--- config.mk ---
export PLATFORM = sky130hd
export DESIGN_NAME = dds_multi_flat
export DESIGN_NICKNAME = d
export VERILOG_FILES = /design/src/rtl/dds_multi_pkg.sv /design/src/rtl/dds_multi_if.sv /design/src/rtl/dds_multi_lut.sv /design/src/rtl/dds_multi.sv /design/src/flat_wrapper.sv
export SDC_FILE = /design/constraint.sdc
export NUM_CORES = 2
export LEC_CHECK = 0
export BUFFER_PORTS_ARGS = -buffer_cell sky130_fd_sc_hd__buf_2
export CORE_MARGIN = 2
export CORE_UTILIZATION = 45
export CTS_CLUSTER_DIAMETER = 60
export DETAILED_ROUTE_END_ITERATION = 12
export PLACE_DENSITY = 0.58
export REMOVE_ABC_BUFFERS = 1
export SYNTH_ARGS = -nofsm -noshare
export SYNTH_HDL_FRONTEND = slang
export SYNTH_SLANG_ARGS = --single-unit
--- constraint.sdc ---
create_clock -name src_clk -period 10.7 [get_ports src_clk]
set_input_delay 1.07 -clock src_clk [delete_from_list [all_inputs] [get_ports src_clk]]
set_output_delay 1.07 -clock src_clk [all_outputs]
set_load 0.1 [all_outputs]
--- src/rtl/dds_multi_pkg.sv ---
// Shared encodings for the multi-channel DDS: waveform modes, config register
// codes and sequencer states.
package dds_multi_pkg;

   typedef enum logic [1:0] {
      MODE_SINE   = 2'd0,
      MODE_SQUARE = 2'd1,
      MODE_TRI    = 2'd2,
      MODE_SAW    = 2'd3
   } dds_mode_e;

   typedef enum logic [1:0] {
      REG_FREQ  = 2'd0,
      REG_PHASE = 2'd1,
      REG_AMP   = 2'd2,
      REG_MODE  = 2'd3
   } dds_reg_e;

   typedef enum logic [1:0] {
      ST_IDLE  = 2'd0,
      ST_RUN   = 2'd1,
      ST_FLUSH = 2'd2
   } dds_state_e;

   localparam int CFG_DW = 32;

   // A single channel still needs a one-bit channel select.
   function automatic int ch_width(input int n);
      return (n > 1) ? $clog2(n) : 1;
   endfunction

endpackage

--- src/rtl/dds_multi_if.sv ---
// Control/config/output bundle between the config front end and dds_multi.
interface dds_multi_if #(
   parameter int CHANNELS = 2,
   parameter int LUT_AW   = 8,
   parameter int OUT_W    = 8
) ();
   localparam int CH_W = dds_multi_pkg::ch_width(CHANNELS);

   // sample_en is a one-cycle strobe with no back-pressure: it is accepted only
   // when busy=0 in the same cycle, otherwise dropped and recorded in overrun.
   // cfg_we and lut_we are single-cycle write strobes; lut_we is ignored while
   // busy=0 does not hold. wave_valid pulses for one cycle when wave changes.
   logic                      sample_en;
   logic                      phase_sync;
   logic                      cfg_we;
   logic [CH_W-1:0]           cfg_ch;
   logic [1:0]                cfg_reg;
   logic [31:0]               cfg_data;
   logic                      lut_we;
   logic [LUT_AW-1:0]         lut_addr;
   logic [OUT_W-2:0]          lut_data;
   logic [CHANNELS*OUT_W-1:0] wave;
   logic                      wave_valid;
   logic                      busy;
   logic                      overrun;
   dds_multi_pkg::dds_state_e dbg_state;

   modport master (
      output sample_en, phase_sync, cfg_we, cfg_ch, cfg_reg, cfg_data,
             lut_we, lut_addr, lut_data,
      input  wave, wave_valid, busy, overrun, dbg_state
   );

   modport slave (
      input  sample_en, phase_sync, cfg_we, cfg_ch, cfg_reg, cfg_data,
             lut_we, lut_addr, lut_data,
      output wave, wave_valid, busy, overrun, dbg_state
   );

endinterface

--- src/rtl/dds_multi_lut.sv ---
// Single-port quarter-wave magnitude RAM, read-first, one-cycle read latency.
// Contents are not reset; they are loaded through the write port.
module dds_multi_lut #(
   parameter int AW = 8,
   parameter int DW = 7
) (
   input  logic          src_clk,
   input  logic          we,
   input  logic [AW-1:0] addr,
   input  logic [DW-1:0] wdata,
   output logic [DW-1:0] rdata
);

   logic [DW-1:0] mem [2**AW];

   always_ff @(posedge src_clk) begin
      if (we) mem[addr] <= wdata;
      rdata <= mem[addr];
   end

endmodule

--- src/rtl/dds_multi.sv ---
// Multi-channel DDS: per-channel phase accumulators and config banks sharing
// one quarter-wave LUT through a 3-stage time-multiplexed pipeline.
module dds_multi
   import dds_multi_pkg::*;
#(
   parameter int CHANNELS = 2,
   parameter int ACC_W    = 32,
   parameter int LUT_AW   = 8,
   parameter int OUT_W    = 8,
   parameter int AMP_W    = 8
) (
   input logic        src_clk,
   input logic        rst,
   dds_multi_if.slave bus
);

   localparam int P_W  = LUT_AW + 2;
   localparam int CH_W = ch_width(CHANNELS);
   localparam int MW   = OUT_W + AMP_W;
   localparam int SW   = OUT_W + AMP_W + 2;
   localparam logic [OUT_W-1:0] MID    = {1'b1, {(OUT_W-1){1'b0}}};
   localparam logic [OUT_W-2:0] MID_M1 = {(OUT_W-1){1'b1}};

   logic [ACC_W-1:0] pend_freq [CHANNELS];
   logic [P_W-1:0]   pend_off  [CHANNELS];
   logic [AMP_W-1:0] pend_amp  [CHANNELS];
   logic [1:0]       pend_mode [CHANNELS];
   logic [ACC_W-1:0] acc       [CHANNELS];
   logic [ACC_W-1:0] acc_base  [CHANNELS];
   logic [P_W-1:0]   phase     [CHANNELS];
   logic [AMP_W-1:0] act_amp   [CHANNELS];
   logic [1:0]       act_mode  [CHANNELS];
   logic [OUT_W-1:0] stage_q   [CHANNELS];

   dds_state_e state, state_nxt;
   logic [CH_W-1:0] cnt, cnt_nxt;
   logic busy, accept, sync_pend, sync_now, overrun_r, wave_load, wave_valid_r;
   logic [CHANNELS*OUT_W-1:0] wave_r;

   logic [P_W-1:0]    cur_p;
   logic [LUT_AW-1:0] cur_idx, ram_addr;
   logic              ram_we;
   logic [OUT_W-2:0]  ram_rdata;

   logic              rd_vld;
   logic [CH_W-1:0]   rd_ch;
   logic [LUT_AW-1:0] rd_idx;
   logic [OUT_W-1:0]  rd_saw;
   logic [AMP_W-1:0]  rd_amp;
   logic [1:0]        rd_mode;

   logic [AMP_W:0]          amp1;
   logic [OUT_W-2:0]        tri_mag, mag;
   logic [OUT_W-1:0]        scaled, sq, saw_s, out_val;
   logic signed [OUT_W-1:0] saw_sv;

   assign busy     = (state != ST_IDLE) || wave_valid_r;
   assign accept   = bus.sample_en && !busy;
   assign sync_now = sync_pend || bus.phase_sync;

   assign bus.busy       = busy;
   assign bus.overrun    = overrun_r;
   assign bus.wave       = wave_r;
   assign bus.wave_valid = wave_valid_r;
   assign bus.dbg_state  = state;

   // Pending bank: written any time, copied to the active bank on accept.
   always_ff @(posedge src_clk) begin
      if (rst) begin
         for (int k = 0; k < CHANNELS; k++) begin
            pend_freq[k] <= '0;
            pend_off[k]  <= '0;
            pend_amp[k]  <= '1;
            pend_mode[k] <= '0;
         end
      end else if (bus.cfg_we && (int'(bus.cfg_ch) < CHANNELS)) begin
         case (dds_reg_e'(bus.cfg_reg))
            REG_FREQ:  pend_freq[bus.cfg_ch] <= ACC_W'(bus.cfg_data);
            REG_PHASE: pend_off[bus.cfg_ch]  <= P_W'(bus.cfg_data);
            REG_AMP:   pend_amp[bus.cfg_ch]  <= AMP_W'(bus.cfg_data);
            default:   pend_mode[bus.cfg_ch] <= bus.cfg_data[1:0];
         endcase
      end
   end

   always_comb begin
      for (int k = 0; k < CHANNELS; k++) acc_base[k] = sync_now ? '0 : acc[k];
   end

   // Phase is taken from the pre-increment accumulator for every channel at once.
   always_ff @(posedge src_clk) begin
      if (rst) begin
         for (int k = 0; k < CHANNELS; k++) begin
            acc[k]      <= '0;
            phase[k]    <= '0;
            act_amp[k]  <= '1;
            act_mode[k] <= '0;
         end
      end else if (accept) begin
         for (int k = 0; k < CHANNELS; k++) begin
            phase[k]    <= acc_base[k][ACC_W-1 -: P_W] + pend_off[k];
            acc[k]      <= acc_base[k] + pend_freq[k];
            act_amp[k]  <= pend_amp[k];
            act_mode[k] <= pend_mode[k];
         end
      end
   end

   always_ff @(posedge src_clk) begin
      if (rst) begin
         sync_pend <= 1'b0;
         overrun_r <= 1'b0;
      end else begin
         if (accept)              sync_pend <= 1'b0;
         else if (bus.phase_sync) sync_pend <= 1'b1;
         if (bus.phase_sync)                overrun_r <= 1'b0;
         else if (bus.sample_en && busy)    overrun_r <= 1'b1;
      end
   end

   always_ff @(posedge src_clk) begin
      if (rst) begin
         state <= ST_IDLE;
         cnt   <= '0;
      end else begin
         state <= state_nxt;
         cnt   <= cnt_nxt;
      end
   end

   always_comb begin
      state_nxt = state;
      cnt_nxt   = cnt;
      wave_load = 1'b0;
      case (state)
         ST_IDLE: begin
            if (accept) begin
               state_nxt = ST_RUN;
               cnt_nxt   = '0;
            end
         end
         ST_RUN: begin
            if (cnt == CH_W'(CHANNELS - 1)) begin
               state_nxt = ST_FLUSH;
               cnt_nxt   = '0;
            end else begin
               cnt_nxt = cnt + 1'b1;
            end
         end
         ST_FLUSH: begin
            if (cnt == CH_W'(1)) begin
               state_nxt = ST_IDLE;
               cnt_nxt   = '0;
               wave_load = 1'b1;
            end else begin
               cnt_nxt = cnt + 1'b1;
            end
         end
         default: state_nxt = ST_IDLE;
      endcase
   end

   // Address stage: odd quadrants read the table backwards.
   always_comb begin
      cur_p   = phase[cnt];
      cur_idx = cur_p[P_W-2] ? ~cur_p[LUT_AW-1:0] : cur_p[LUT_AW-1:0];
   end

   assign ram_we   = bus.lut_we && !busy;
   assign ram_addr = ram_we ? bus.lut_addr : cur_idx;

   dds_multi_lut #(.AW(LUT_AW), .DW(OUT_W-1)) u_lut (
      .src_clk (src_clk),
      .we      (ram_we),
      .addr    (ram_addr),
      .wdata   (bus.lut_data),
      .rdata   (ram_rdata)
   );

   always_ff @(posedge src_clk) begin
      if (rst) rd_vld <= 1'b0;
      else     rd_vld <= (state == ST_RUN);
   end

   always_ff @(posedge src_clk) begin
      rd_ch   <= cnt;
      rd_idx  <= cur_idx;
      rd_saw  <= cur_p[P_W-1 -: OUT_W];
      rd_amp  <= act_amp[cnt];
      rd_mode <= act_mode[cnt];
   end

   // Scale/sign stage; rd_saw MSB is the phase MSB, i.e. the negative half-cycle.
   always_comb begin
      amp1    = {1'b0, rd_amp} + (AMP_W+1)'(1);
      tri_mag = (OUT_W-1)'({rd_idx, {(OUT_W-1){1'b0}}} >> LUT_AW);
      mag     = (dds_mode_e'(rd_mode) == MODE_TRI) ? tri_mag : ram_rdata;
      scaled  = OUT_W'(({{(AMP_W+1){1'b0}}, mag} * {{(OUT_W-1){1'b0}}, amp1}) >> AMP_W);
      sq      = OUT_W'(({{(AMP_W+1){1'b0}}, MID_M1} * {{(OUT_W-1){1'b0}}, amp1}) >> AMP_W);
      saw_sv  = {~rd_saw[OUT_W-1], rd_saw[OUT_W-2:0]};
      saw_s   = OUT_W'((SW'(saw_sv) * SW'($signed({1'b0, amp1}))) >>> AMP_W);
      out_val = MID;
      case (dds_mode_e'(rd_mode))
         MODE_SQUARE: out_val = rd_saw[OUT_W-1] ? MID - sq : MID + sq;
         MODE_SAW:    out_val = MID + saw_s;
         default:     out_val = rd_saw[OUT_W-1] ? MID - scaled : MID + scaled;
      endcase
   end

   always_ff @(posedge src_clk) begin
      if (rst) begin
         for (int k = 0; k < CHANNELS; k++) stage_q[k] <= MID;
      end else if (rd_vld) begin
         stage_q[rd_ch] <= out_val;
      end
   end

   always_ff @(posedge src_clk) begin
      if (rst) begin
         for (int k = 0; k < CHANNELS; k++) wave_r[k*OUT_W +: OUT_W] <= MID;
         wave_valid_r <= 1'b0;
      end else begin
         wave_valid_r <= wave_load;
         if (wave_load) begin
            for (int k = 0; k < CHANNELS; k++) wave_r[k*OUT_W +: OUT_W] <= stage_q[k];
         end
      end
   end

   logic unused_mw;
   assign unused_mw = (MW == 0);

endmodule

--- src/flat_wrapper.sv ---
// flat-port wrapper written by rule: the top's interface ports become plain ports
module dds_multi_flat import dds_multi_pkg::*;
#(
   parameter int CHANNELS = 2,
   parameter int ACC_W    = 32,
   parameter int LUT_AW   = 8,
   parameter int OUT_W    = 8,
   parameter int AMP_W    = 8
)
  (src_clk, rst, bus_sample_en, bus_phase_sync, bus_cfg_we, bus_cfg_ch, bus_cfg_reg, bus_cfg_data, bus_lut_we, bus_lut_addr, bus_lut_data, bus_wave, bus_wave_valid, bus_busy, bus_overrun, bus_dbg_state);
  dds_multi_if #(.CHANNELS(CHANNELS), .LUT_AW(LUT_AW), .OUT_W(OUT_W)) bus_i ();
  input logic src_clk;
  input logic rst;
  input wire logic [$bits(bus_i.sample_en)-1:0] bus_sample_en;
  input wire logic [$bits(bus_i.phase_sync)-1:0] bus_phase_sync;
  input wire logic [$bits(bus_i.cfg_we)-1:0] bus_cfg_we;
  input wire logic [$bits(bus_i.cfg_ch)-1:0] bus_cfg_ch;
  input wire logic [$bits(bus_i.cfg_reg)-1:0] bus_cfg_reg;
  input wire logic [$bits(bus_i.cfg_data)-1:0] bus_cfg_data;
  input wire logic [$bits(bus_i.lut_we)-1:0] bus_lut_we;
  input wire logic [$bits(bus_i.lut_addr)-1:0] bus_lut_addr;
  input wire logic [$bits(bus_i.lut_data)-1:0] bus_lut_data;
  output wire logic [$bits(bus_i.wave)-1:0] bus_wave;
  output wire logic [$bits(bus_i.wave_valid)-1:0] bus_wave_valid;
  output wire logic [$bits(bus_i.busy)-1:0] bus_busy;
  output wire logic [$bits(bus_i.overrun)-1:0] bus_overrun;
  output wire logic [$bits(bus_i.dbg_state)-1:0] bus_dbg_state;
  assign bus_i.sample_en = bus_sample_en;
  assign bus_i.phase_sync = bus_phase_sync;
  assign bus_i.cfg_we = bus_cfg_we;
  assign bus_i.cfg_ch = bus_cfg_ch;
  assign bus_i.cfg_reg = bus_cfg_reg;
  assign bus_i.cfg_data = bus_cfg_data;
  assign bus_i.lut_we = bus_lut_we;
  assign bus_i.lut_addr = bus_lut_addr;
  assign bus_i.lut_data = bus_lut_data;
  assign bus_wave = bus_i.wave;
  assign bus_wave_valid = bus_i.wave_valid;
  assign bus_busy = bus_i.busy;
  assign bus_overrun = bus_i.overrun;
  assign bus_dbg_state = bus_i.dbg_state;
  dds_multi #(.CHANNELS(CHANNELS), .ACC_W(ACC_W), .LUT_AW(LUT_AW), .OUT_W(OUT_W), .AMP_W(AMP_W)) u_core (.src_clk(src_clk), .rst(rst), .bus(bus_i));
endmodule
==> reports/qor.txt <==
Outcome: completed
Post-synthesis register bit count: 2073
Worst endpoint required time: 11280 ps
Vias in the first global route: 53400
Leak pwr: 34.7 nW
Worst VDD drop: 0.000813 V
GRT overflow: 0
R2r endpoint: u_core.stage_q[0][6]
Worst-path clk slew: 60 ps
Synth top cells by count: edfxtp_1 (2016), nand2_1 (937), nor2_1 (496), nand3_1 (349), mux4_2 (232)
First-pass GRT wire length: 384 mm
WL per Instance: 28.9 um
Total CTS buffers: 216
CP Cell Sequence: ha_1 -> xor2_1 -> inv_1 -> nor2_1 -> fa_1 -> ha_1 -> fa_1 -> inv_1 -> fa_1 -> inv_1 -> ha_1 -> and4b_1 -> nand3_1 -> o41ai_2 -> nor2_1 -> nor2b_1 -> nor2_1 -> xor2_1 -> ha_1 -> o31ai_1 -> o21ai_1 -> nand2_1 -> xnor2_1 -> a2111oi_0
Fraction of registers with async set or reset after synthesis: 0%
Via density: 6.02
Critical-path top delay cell: xor2_1
Final WL: 266 mm
Hold Crit Depth: 2
Fin crit share: 71.3%
Crit-path max FO: 16
Top-area cell type share of the netlist area: 66.6%
Largest buffer count on any clock path: 3
H-tree depth: 4
Nets@finish: 6722
Synth top area cells: edfxtp_1 (67%), mux4_2 (5.7%), nand2_1 (3.9%), ha_1 (2.6%), fa_1 (2.1%)
Root Driver: clkbuf_16
Worst-Skew Late Latency: 910 ps
Drt pass-1 iters: 6
Slowest stage delay, CP: 820 ps
CP Capture Type: flop
Die height: 453 um
# port buffers: 76
Setup Fix Bufs, Post-CTS: 0
HPWL Detailed: 167 mm
Area leader, netlist: edfxtp_1
Number of remaining DRC errors: 0
Worst Hold Launch: bus_phase_sync
Max cap viols: 0
Area of the multi-input gates: 27100 um^2
Final min period: 7630 ps
Fraction of layout cells with a size suffix above 1: 12.6%
Worst setup SP type: flop
Post-synth EDFFs: 2016
CTS tree: yes
Reg2Reg Launch Point: u_core.rd_amp[0]
Most frequent cell after synthesis: edfxtp_1
Placed Cells: 8815
Pin count of the biggest net entering global routing: 140
# hold bufs at CTS: 0
# rows: 164
Clk sinks: 2073
All-layer global routing usage: 25.7%
Hold WC Path Type: in -> reg
Final-layout fill cell count: 17000
Avg Cell Area, Syn: 14.4 um^2
Hold EP: u_core.bus.overrun
DRT antenna net count: 0
Worst Path Buf+Inv: 3
Number of distinct library cells after synthesis: 88
Critical Path AT: 8210 ps
Final hold viol count: 0
Final setup violation count: 0
Sequential cell area: 61700 um^2
Setup Skew: 65.2 ps
Core Area: 200000 um^2
Post-cts resize count: 0
Routability cong.: 0.887
Worst-margin pin slew: 1280 ps
Maximum clock rate: 131 MHz
First DRT Iteration DRCs: 7212
Synth Instances: 6309
Setup CP Type: reg -> reg
Delay-heaviest family, CP: adder cells
Cell Pwr Density: 296 nW/um^2
Fin. max-slew vios: 0
CP most frequent cell: ha_1
Vias: 55500
Mapped cell area: 90900 um^2
Max-slew headroom: 14.2%
I/O pin cnt: 77
Non-filler cells in the finished layout: 9219
Internal reg-to-reg setup slack: 3070 ps
Yosys warning count: 0
R2r worst-path depth: 24
DIE WIDTH: 453 um
Area Growth Syn to Fin: 11.4%
Initial antenna violation count: 19
Final Util: 50.5%
Sequential-to-total area share from yosys stat: 67.9%
Synth Flop Type: edfxtp_1
RSZ-0062 raised after global routing: no
Initial Utilization: 45.4%
Die area: 206000 um^2
[layer usage]
metal	track usage, %	wire [um]	vias up
met3	5.43	25400	465
met2	38.3	119000	2647
li1	-	-	23800
met5	0	57	-
met4	9.30	9640	8
met1	37.5	112000	28500
[flip-flops by register name, summed over array words and instances, names as in the netlist, named ones only]
signal,count
u_core.rd_vld,1
u_core.bus.dbg_state,2
u_core.cnt,1
u_core.act_amp,16
u_core.pend_mode,4
u_core.u_lut.mem,1792
u_core.pend_amp,16
u_core.act_mode,4
u_core.bus.wave_valid,1
u_core.u_lut.rdata,7
u_core.sync_pend,1
u_core.pend_off,20
u_core.acc,64
u_core.rd_mode,2
u_core.pend_freq,64
u_core.rd_saw,8
u_core.rd_amp,8
u_core.stage_q,16
u_core.bus.overrun,1
bus_wave,16
u_core.rd_idx,7
u_core.rd_ch,1
u_core.phase,20
[area by class of cell]
type                       instances  area share (%)
clock buffer                     265            5.54
multi-input combinational       3732            26.8
antenna                            9          0.0223
clock inverter                   130            1.39
sequential                      2073            60.9
timing repair buffer             194            1.46
inverter                         160           0.593
tap                             2656            3.28
[worst max-delay path by stage]
stage                             from                       end  slack (ps)  depth (start not counted)
2_1_floorplan  u_core.bus.dbg_state[0]  u_core.u_lut.mem[100][0]      -19250                          6
3_3_place_gp         u_core.rd_mode[0]      u_core.stage_q[0][6]        3420                         25
3_5_place_dp          u_core.rd_amp[0]      u_core.stage_q[0][6]        3150                         21
4_1_cts               u_core.rd_amp[0]      u_core.stage_q[0][6]        3060                         21
5_1_grt               u_core.rd_amp[0]      u_core.stage_q[0][6]        2560                         21
6_report              u_core.rd_amp[0]      u_core.stage_q[0][6]        3070                         24
[cell families after synthesis]
family | share of synthesized area, %
compound gates | 5.03
xor+xnor | 1.25
buf+inv | 2.57
mux | 6.80
simple gates | 11.7
flops | 67.9
fa+ha+maj | 4.78
[report_power, final]
part           switching (mW)  internal [mW]  leakage (nW)
logic                    8.36           4.86          12.5
clock network            3.25           4.20          3.39
registers               0.111           9.12          18.8
[through the flow]
stage	instance area, um^2	TNS, ps	setup WS (ps)	hold slack (ps)	power (mW)
after floorplan	89200	-6961730	-19250	433	19.6
after global placement	94200	0	3420	439	22.3
after detailed placement	94200	0	3150	444	22.4
after CTS	101000	0	3060	374	29.9
after global routing	101000	0	2560	416	31.6
final	101000	0	3070	443	29.9
[layout by cell type, fill, tap and decap left out, types with 46 or more instances in the layout]
cell and instances:
edfxtp_1 2016, nand2_1 931, nor2_1 488, nand3_1 342, mux4_2 232, clkbuf_16 217
and2_1 196, ha_1 192, inv_1 157, a21oi_1 141, buf_4 106, fa_1 97
xnor2_1 79, a22oi_1 69, buf_2 69, nand4_1 67, mux2i_1 64, and3_1 64
o21ai_0 64, clkinv_1 58, dfxtp_1 57, xor2_1 51, a311oi_1 51, nor3_1 49
clkbuf_1 48, a31oi_1 46
Power figures use the tool's default switching activity.
